--- src/rtl/sdhci_cmd_pkg.sv ---
// Shared types and constants for the SD command-line sequencer.
package sdhci_cmd_pkg;

   // Response type, encoded as in the SDHCI Command register.
   typedef enum logic [1:0] {
      RESP_NONE    = 2'b00,
      RESP_136     = 2'b01,
      RESP_48      = 2'b10,
      RESP_48_BUSY = 2'b11
   } resp_type_e;

   typedef enum logic [2:0] {
      IDLE,
      LAUNCH,
      TX_WAIT,
      RSP_WAIT,
      GAP,
      DRAIN
   } seq_state_e;

   localparam logic [5:0] CMD12_IDX = 6'd12;

endpackage

--- src/rtl/counter.sv ---
// Up-counter with synchronous clear (priority) and count enable.
module counter #(
   parameter int unsigned Width = 7
) (
   input  logic             clk_i,
   input  logic             rst_i,
   input  logic             clear_i,
   input  logic             en_i,
   output logic [Width-1:0] count_o
);

   logic [Width-1:0] count_q, count_d;

   // Next count: clear wins over increment.
   always_comb begin
      count_d = count_q;
      if (clear_i) begin
         count_d = '0;
      end else if (en_i) begin
         count_d = count_q + 1'b1;
      end
   end

   // Count register with synchronous reset.
   always_ff @(posedge clk_i) begin
      if (rst_i) begin
         count_q <= '0;
      end else begin
         count_q <= count_d;
      end
   end

   assign count_o = count_q;

endmodule

--- src/rtl/cmd_sequencer.sv ---
// Arbitrates host vs auto-CMD12, launches cmd_write, supervises the response
// (NCR timeout) and enforces the NCC/NRC gap before the next command.
module cmd_sequencer
   import sdhci_cmd_pkg::*;
#(
   parameter int unsigned NccCycles  = 8,
   parameter int unsigned RspTimeout = 64,
   parameter int unsigned CntWidth   = 7
) (
   input  logic        sd_freq_clk_i,
   input  logic        rst_i,
   input  logic        host_valid_i,
   output logic        host_ready_o,
   input  logic [5:0]  host_nr_i,
   input  logic [31:0] host_arg_i,
   input  logic [1:0]  host_rsp_i,
   input  logic        auto12_valid_i,
   output logic        auto12_ready_o,
   input  logic        abort_i,
   output logic        start_tx_o,
   output logic [5:0]  cmd_nr_o,
   output logic [31:0] cmd_argument_o,
   input  logic        tx_done_i,
   output logic        rsp_en_o,
   output logic        rsp_long_o,
   input  logic        rsp_started_i,
   input  logic        rsp_done_i,
   input  logic        rsp_err_i,
   output logic        cmd_inhibit_o,
   output logic        is_auto12_o,
   output logic        cmd_complete_o,
   output logic        rsp_timeout_o,
   output logic        rsp_error_o
);

   localparam logic [CntWidth-1:0] GapLast = CntWidth'(NccCycles - 1);
   localparam logic [CntWidth-1:0] RspLast = CntWidth'(RspTimeout - 1);

   seq_state_e    state_q, state_d;
   logic [5:0]    nr_q, nr_d;
   logic [31:0]   arg_q, arg_d;
   resp_type_e    rsp_q, rsp_d;
   logic          auto12_q, auto12_d;
   logic          started_q, started_d;
   logic          start_tx_q, start_tx_d;
   logic          rsp_en_q, rsp_en_d;
   logic          rsp_long_q, rsp_long_d;
   logic          inhibit_q, inhibit_d;
   logic          complete_q, complete_d;
   logic          timeout_q, timeout_d;
   logic          error_q, error_d;

   logic                can_accept;
   logic                timeout_hit;
   logic                cnt_clear;
   logic                cnt_en;
   logic [CntWidth-1:0] cnt;

   // Grants are combinational so the requester sees acceptance in the same cycle.
   assign can_accept     = (state_q == IDLE) && tx_done_i && !abort_i && !rst_i;
   assign auto12_ready_o = can_accept && auto12_valid_i;
   assign host_ready_o   = can_accept && host_valid_i && !auto12_valid_i;

   assign timeout_hit = (cnt == RspLast) && !started_q && !rsp_started_i;

   // One counter serves both the NCR timeout and the gap; restart it on entry.
   always_comb begin
      cnt_clear = (state_d != state_q) && ((state_d == GAP) || (state_d == RSP_WAIT));
      cnt_en    = (state_q == GAP) ||
                  ((state_q == RSP_WAIT) && !started_q && !rsp_started_i);
   end

   counter #(
      .Width (CntWidth)
   ) u_counter (
      .clk_i   (sd_freq_clk_i),
      .rst_i   (rst_i),
      .clear_i (cnt_clear),
      .en_i    (cnt_en),
      .count_o (cnt)
   );

   // Next-state, latched command fields and registered output values.
   always_comb begin
      state_d    = state_q;
      nr_d       = nr_q;
      arg_d      = arg_q;
      rsp_d      = rsp_q;
      auto12_d   = auto12_q;
      started_d  = started_q;
      complete_d = 1'b0;
      timeout_d  = 1'b0;
      error_d    = 1'b0;

      unique case (state_q)
         IDLE: begin
            if (auto12_ready_o) begin
               nr_d     = CMD12_IDX;
               arg_d    = '0;
               rsp_d    = RESP_48_BUSY;
               auto12_d = 1'b1;
               state_d  = LAUNCH;
            end else if (host_ready_o) begin
               nr_d     = host_nr_i;
               arg_d    = host_arg_i;
               rsp_d    = resp_type_e'(host_rsp_i);
               auto12_d = 1'b0;
               state_d  = LAUNCH;
            end
         end
         LAUNCH: state_d = TX_WAIT;
         TX_WAIT: begin
            if (tx_done_i) begin
               if (rsp_q == RESP_NONE) begin
                  complete_d = 1'b1;
                  state_d    = GAP;
               end else begin
                  started_d = 1'b0;
                  state_d   = RSP_WAIT;
               end
            end
         end
         RSP_WAIT: begin
            if (rsp_started_i) begin
               started_d = 1'b1;
            end
            // A finished response beats a timeout landing in the same cycle.
            if (rsp_done_i) begin
               complete_d = 1'b1;
               error_d    = rsp_err_i;
               state_d    = GAP;
            end else if (timeout_hit) begin
               timeout_d = 1'b1;
               state_d   = GAP;
            end
         end
         GAP: begin
            if (cnt == GapLast) begin
               state_d = IDLE;
            end
         end
         DRAIN: begin
            if (tx_done_i) begin
               state_d = GAP;
            end
         end
         default: state_d = IDLE;
      endcase

      // Abort: no events; let cmd_write finish its frame before the gap.
      if (abort_i) begin
         complete_d = 1'b0;
         timeout_d  = 1'b0;
         error_d    = 1'b0;
         if ((state_q == LAUNCH) || (state_q == TX_WAIT) || (state_q == RSP_WAIT)) begin
            state_d = ((state_q == LAUNCH) || !tx_done_i) ? DRAIN : GAP;
         end
      end

      start_tx_d = (state_d == LAUNCH);
      rsp_en_d   = (state_d == RSP_WAIT);
      rsp_long_d = (state_d == RSP_WAIT) && (rsp_d == RESP_136);
      inhibit_d  = (state_d != IDLE);
   end

   // State and registered outputs.
   always_ff @(posedge sd_freq_clk_i) begin
      if (rst_i) begin
         state_q    <= IDLE;
         nr_q       <= '0;
         arg_q      <= '0;
         rsp_q      <= RESP_NONE;
         auto12_q   <= 1'b0;
         started_q  <= 1'b0;
         start_tx_q <= 1'b0;
         rsp_en_q   <= 1'b0;
         rsp_long_q <= 1'b0;
         inhibit_q  <= 1'b0;
         complete_q <= 1'b0;
         timeout_q  <= 1'b0;
         error_q    <= 1'b0;
      end else begin
         state_q    <= state_d;
         nr_q       <= nr_d;
         arg_q      <= arg_d;
         rsp_q      <= rsp_d;
         auto12_q   <= auto12_d;
         started_q  <= started_d;
         start_tx_q <= start_tx_d;
         rsp_en_q   <= rsp_en_d;
         rsp_long_q <= rsp_long_d;
         inhibit_q  <= inhibit_d;
         complete_q <= complete_d;
         timeout_q  <= timeout_d;
         error_q    <= error_d;
      end
   end

   assign start_tx_o     = start_tx_q;
   assign cmd_nr_o       = nr_q;
   assign cmd_argument_o = arg_q;
   assign rsp_en_o       = rsp_en_q;
   assign rsp_long_o     = rsp_long_q;
   assign cmd_inhibit_o  = inhibit_q;
   assign is_auto12_o    = auto12_q;
   assign cmd_complete_o = complete_q;
   assign rsp_timeout_o  = timeout_q;
   assign rsp_error_o    = error_q;

endmodule

--- config.mk ---
export PLATFORM = sky130hd
export DESIGN_NAME = cmd_sequencer
export DESIGN_NICKNAME = d
export VERILOG_FILES = /design/src/rtl/sdhci_cmd_pkg.sv /design/src/rtl/counter.sv /design/src/rtl/cmd_sequencer.sv
export SDC_FILE = /design/constraint.sdc
export NUM_CORES = 1
export LEC_CHECK = 0
export BUFFER_PORTS_ARGS = -buffer_cell sky130_fd_sc_hd__buf_2
export CORE_MARGIN = 8
export CORE_UTILIZATION = 30
export DETAILED_ROUTE_END_ITERATION = 12
export PLACE_DENSITY = 0.59
export SYNTH_ARGS = -nofsm -noshare
export SYNTH_HDL_FRONTEND = slang
export SYNTH_SLANG_ARGS = --single-unit
--- constraint.sdc ---
create_clock -name sd_freq_clk_i -period 3.75 [get_ports sd_freq_clk_i]
set_input_delay 0.375 -clock sd_freq_clk_i [delete_from_list [all_inputs] [get_ports sd_freq_clk_i]]
set_output_delay 0.375 -clock sd_freq_clk_i [all_outputs]
set_load 0.1 [all_outputs]
==> results by stage <==
Status:
- The run finished with clean final reports.

Yosys:
- The post-synthesis instance total is 248.
- The Yosys step of the flow raised 0 warnings.
- The compound-gate portion of the synthesized area is 22.25%.
- The proportion of synthesized area in mux cells is 0.8434%.
- The cell area after synthesis is 2374 um2.
- The dominant combinational cell family by area after synthesis is compound AO/OA/AOI/OAI gates.
- The synthesized area per cell is 9.571 um2.
- The total nets after synthesis is 298.
- Of the synthesized area, sequential elements account for 49.76%.
- The number of distinct library cells after synthesis is 48.
- The share of the synthesized netlist area taken by xor and xnor gates is 2.214%.
- The synthesized design contains 59 register bits.
- The synthesized netlist devotes 18.50% of its cell area to simple gates.
- The area share of fa/ha/maj cells after synthesis is 0.5271%.

Pwr:
- Summed over all cells, the static leakage comes to 1.371 nW.
- The worst-case IR drop observed on VDD is 204.9 uV.
- Power spread over the standard cell area amounts to 441.6 nW/um2.

Setup path:
- The startpoint identified for the worst register-to-register timing path is state_q[2]$_SDFF_PP0_.
- The type of the worst setup path is register to primary output.
- Along the worst path, the maximum fanout reaches 15.
- Data on the critical path arrives at its endpoint at 2.20 ns.
- The data required time at the worst endpoint is 3.38 ns.
- On the critical path, the stage with the largest delay is an instance of sky130_fd_sc_hd__nor4_1.
- Walking the worst path, the cells encountered are nor4_1, nand4b_1, inv_1, buf_2.
- The kind of start point of the critical path is a register.
- The endpoint identified for the worst register-to-register timing path is u_counter.count_o[4]$_SDFFE_PP0P_.
- On the worst path, the slowest cell contributes a delay of 0.53 ns.
- The critical path contains buffers and inverters numbering 2 combined.
- Setup slack on the worst reg-to-reg path comes out at 1.44 ns.
- The cell family contributing the most delay on the critical path is simple AND/OR/NAND/NOR gates.
- The element type at the critical path end is a primary output.
- The depth of the worst register-to-register path is 6.

Clock network:
- Buffers added to address setup during post-CTS repair amount to 0.
- The worst-case clock buffer depth is 2.
- The clock insertion delay at the later pin of the skew report is 0.33 ns.
- For this design, the sink count on the clock tree is 59.
- Clock tree synthesis selected as its root buffer the cell sky130_fd_sc_hd__clkbuf_8.
- Clock-pin slew was measured on the worst setup and hold paths at 0.07 ns.
- In this run, post-CTS hold repair placed 0 buffers.
- The clock tree from TritonCTS is done.
- The H-tree depth is 3.
- Post-CTS repair changed the size of 0 cells.
- Counting the buffers created by CTS gives 9.

Drt:
- The sum of routed wire length over all layers is 6550 um.
- The detailed router finished its first iteration with 108 violations.
- The number of remaining DRC errors is 0.
- After detailed routing, the number of vias per cell comes to 4.982.
- After detailed routing, the average wire length per cell comes to 14.62 um.
- In this run the remaining antenna-violating nets after routing total 0.
- For this block, the via count after detailed routing is 2,232.
- Before antenna repair, the detailed router went through 4 iterations.

Placement:
- Detailed placement ended at an HPWL of 4609 um.
- The cell area reported after detailed placement is 2894 um2.
- The number of buffers added on ports is 96.
- The congestion estimate from routability-driven global placement came to 0.8571.

Timing:
- Setup repair after global routing left no endpoint under its margin.
- The worst hold margin is 0.2575 ns.
- The count of final setup violators is 0.
- The max-slew violation count is 0.
- The clock skew after layout is 0.01038 ns.
- Timing would allow up to 388.1 MHz.
- The part of the cycle the worst path needs is 68.71%.
- At the pin with the least slew margin, the transition time is 0.5805 ns.
- In the final timing run, aggregate negative setup slack is 0 ns.
- The worst slew slack as a fraction of its limit is 61.12%.
- The final count of hold timing violations is 0.
- The routed design could run at a clock period as short as 2.577 ns.

GRT:
- The first global-routing pass estimated 11,450 um of wire.
- The overall routing resource usage is 12.46%.
- For this run the aggregate overflow at the end of global routing stands at 0.
- The number of global-route vias before repair is 2,451.
- The initial antenna violation count is 0.
- The pin count of the biggest net entering global routing is 56.

Min path:
- The kind of path behind the tightest hold check is primary input to register.
- The path with the worst hold slack has its endpoint at rsp_timeout_o$_SDFF_PP0_.
- The cell depth of the worst hold path is 2.
- In this run the most critical hold path is launched from rsp_done_i.

Layout:
- The share of post-route cells with drive strength above 1 is 36.42%.
- The final cell area excluding filler cells is 3073 um2.
- The sequential cells in the finished layout cover a total of 1181 um2.
- The number of nets in the final layout is 391.
- From synthesis to final layout, the design area changed by 29.47%.
- The layout filler cell count is 805.
- The number of antenna diodes in the final layout is 0.
- Cells fill 39.97% of the core in the end.
- In the final layout, the multi-input gates occupy 1052 um2.

Floorplan:
- The die span in x is 105.0 um.
- The floorplan has 32 rows.
- For this design the top-level I/O count stands at 97.
- The initial core utilization is 30.88%.
- The floorplan step defined a die boundary enclosing 11,010 um2.
- The core area is 7687 um2.
- The die is 105.0 um tall.

Flow run:
- The number of maximum-capacitance constraint violations is 0.
-- cells in the final DEF (no fill, tap or decap), drive strengths merged, types with 3 or more instances in the layout --
| master | netlist | final |
|---|---|---|
| nand2 | 5 | 5 |
| clkbuf | 12 | 10 |
| clkinvlp | 0 | 3 |
| clkinv | 0 | 3 |
| a21oi | 3 | 3 |
| nor2b | 3 | 3 |
| dfxtp | 59 | 59 |
| o21ai | 3 | 3 |
| buf | 5 | 99 |
| nor3b | 4 | 4 |
| nor2 | 48 | 48 |
| xnor2 | 4 | 4 |
| inv | 8 | 8 |
| o22ai | 4 | 4 |
| nor3 | 7 | 7 |
| a22oi | 36 | 36 |
| nand3 | 5 | 5 |
| a211oi | 9 | 9 |
| and3 | 3 | 3 |
-- sequential cells by signal (all words and copies together), names as in the netlist --
name and flops:
cmd_argument_o 32, u_counter.count_o 7, cmd_nr_o 6, state_q 3
rsp_q 2, cmd_complete_o 1, cmd_inhibit_o 1, is_auto12_o 1
rsp_en_o 1, rsp_error_o 1, rsp_long_o 1, rsp_timeout_o 1
start_tx_o 1, started_q 1
-- where the power goes --
part           internal, mW  switching [mW]  total, mW
clock network         0.256           0.262      0.518
logic                0.0529           0.135      0.188
registers             0.639          0.0121      0.651
-- cells in the mapped netlist (all sizes together) --
| library cell | count | area share, % |
|---|---|---|
| nor4 | 1 | 0.26 |
| dfxtp | 59 | 50 |
| o32ai | 1 | 0.69 |
| or4 | 2 | 0.79 |
| and4 | 1 | 0.37 |
| nor4b | 1 | 0.37 |
| xor2 | 2 | 0.74 |
| nand4b | 1 | 0.37 |
| clkbuf | 12 | 3.6 |
| xnor2 | 4 | 1.5 |
| buf | 5 | 1.1 |
| or2 | 2 | 0.53 |
| nor4bb | 2 | 0.84 |
| a21o | 1 | 0.32 |
| nor3b | 4 | 1.3 |
| nand3 | 5 | 1.1 |
| and3 | 3 | 0.90 |
| and2b | 1 | 0.37 |
| nor3 | 7 | 1.5 |
| o22ai | 4 | 1.1 |
| a22oi | 36 | 11 |
| o221ai | 1 | 0.63 |
| o2111ai | 1 | 0.37 |
| ha | 1 | 0.53 |
| nor2b | 3 | 0.79 |
| or3b | 1 | 0.37 |
| a211oi | 9 | 3.4 |
| nor2 | 48 | 7.7 |
| o21a | 1 | 0.32 |
| o41a | 1 | 0.47 |
| nand4 | 1 | 0.26 |
| a21oi | 3 | 0.63 |
| mux2i | 2 | 0.84 |
| o32a | 1 | 0.47 |
| a31oi | 2 | 0.53 |
| o211ai | 1 | 0.32 |
| o31ai | 1 | 0.53 |
| a32oi | 1 | 0.37 |
| o21ai | 3 | 0.79 |
| inv | 8 | 1.3 |
| nand2 | 5 | 0.79 |
-- cells by family (layout without fill, tap and decap cells) --
group                    count (synthesis)  in the layout
multiplexers                             2              2
flip-flops                              59             59
buffers and inverters                   25            123
adder cells (fa/ha/maj)                  1              1
XOR/XNOR                                 6              6
AND/OR/NAND/NOR                         88             88
AO/OA/AOI/OAI                           67             67
-- stage by stage --
stage | setup slack [ns] | std cells | power (mW)
floorplan | 1.265 | 248 | 0.8024
global placement | 1.444 | 432 | 0.8506
detailed placement | 1.483 | 432 | 0.8532
CTS | 1.116 | 448 | 1.384
global route | 0.9661 | 448 | 1.421
finish | 1.174 | 448 | 1.357
-- cell type report --
cell class                      instances  area share (%)
Clock buffer                           10           4.479
Sequential cell                        59           38.44
Inverter                                8          0.9772
Clock inverter                          6           1.344
Multi-Input combinational cell        164           34.24
Timing Repair Buffer                   99           16.37
Tap cell                              102           4.153
-- how the worst max path moves through the flow --
| stage | from | end | slack, ns | cells after the start |
|---|---|---|---|---|
| 2_1_floorplan | abort_i | cmd_argument_o[26]$_SDFFE_PP0P_ | 1.26 | 6 |
| 3_3_place_gp | abort_i | rsp_long_o$_SDFF_PP0_ | 1.44 | 8 |
| 3_5_place_dp | abort_i | rsp_long_o$_SDFF_PP0_ | 1.48 | 8 |
| 4_1_cts | state_q[1]$_SDFF_PP0_ | host_ready_o | 1.12 | 4 |
| 5_1_grt | state_q[1]$_SDFF_PP0_ | host_ready_o | 0.97 | 4 |
| 6_report | state_q[1]$_SDFF_PP0_ | host_ready_o | 1.17 | 4 |
-- layer usage --
layer,track usage [%],routed length [um]
met3,6.265,722
met1,14.32,2858
met4,6.320,130
met2,18.69,2839
met5,0,0
Power figures use the tool's default switching activity.
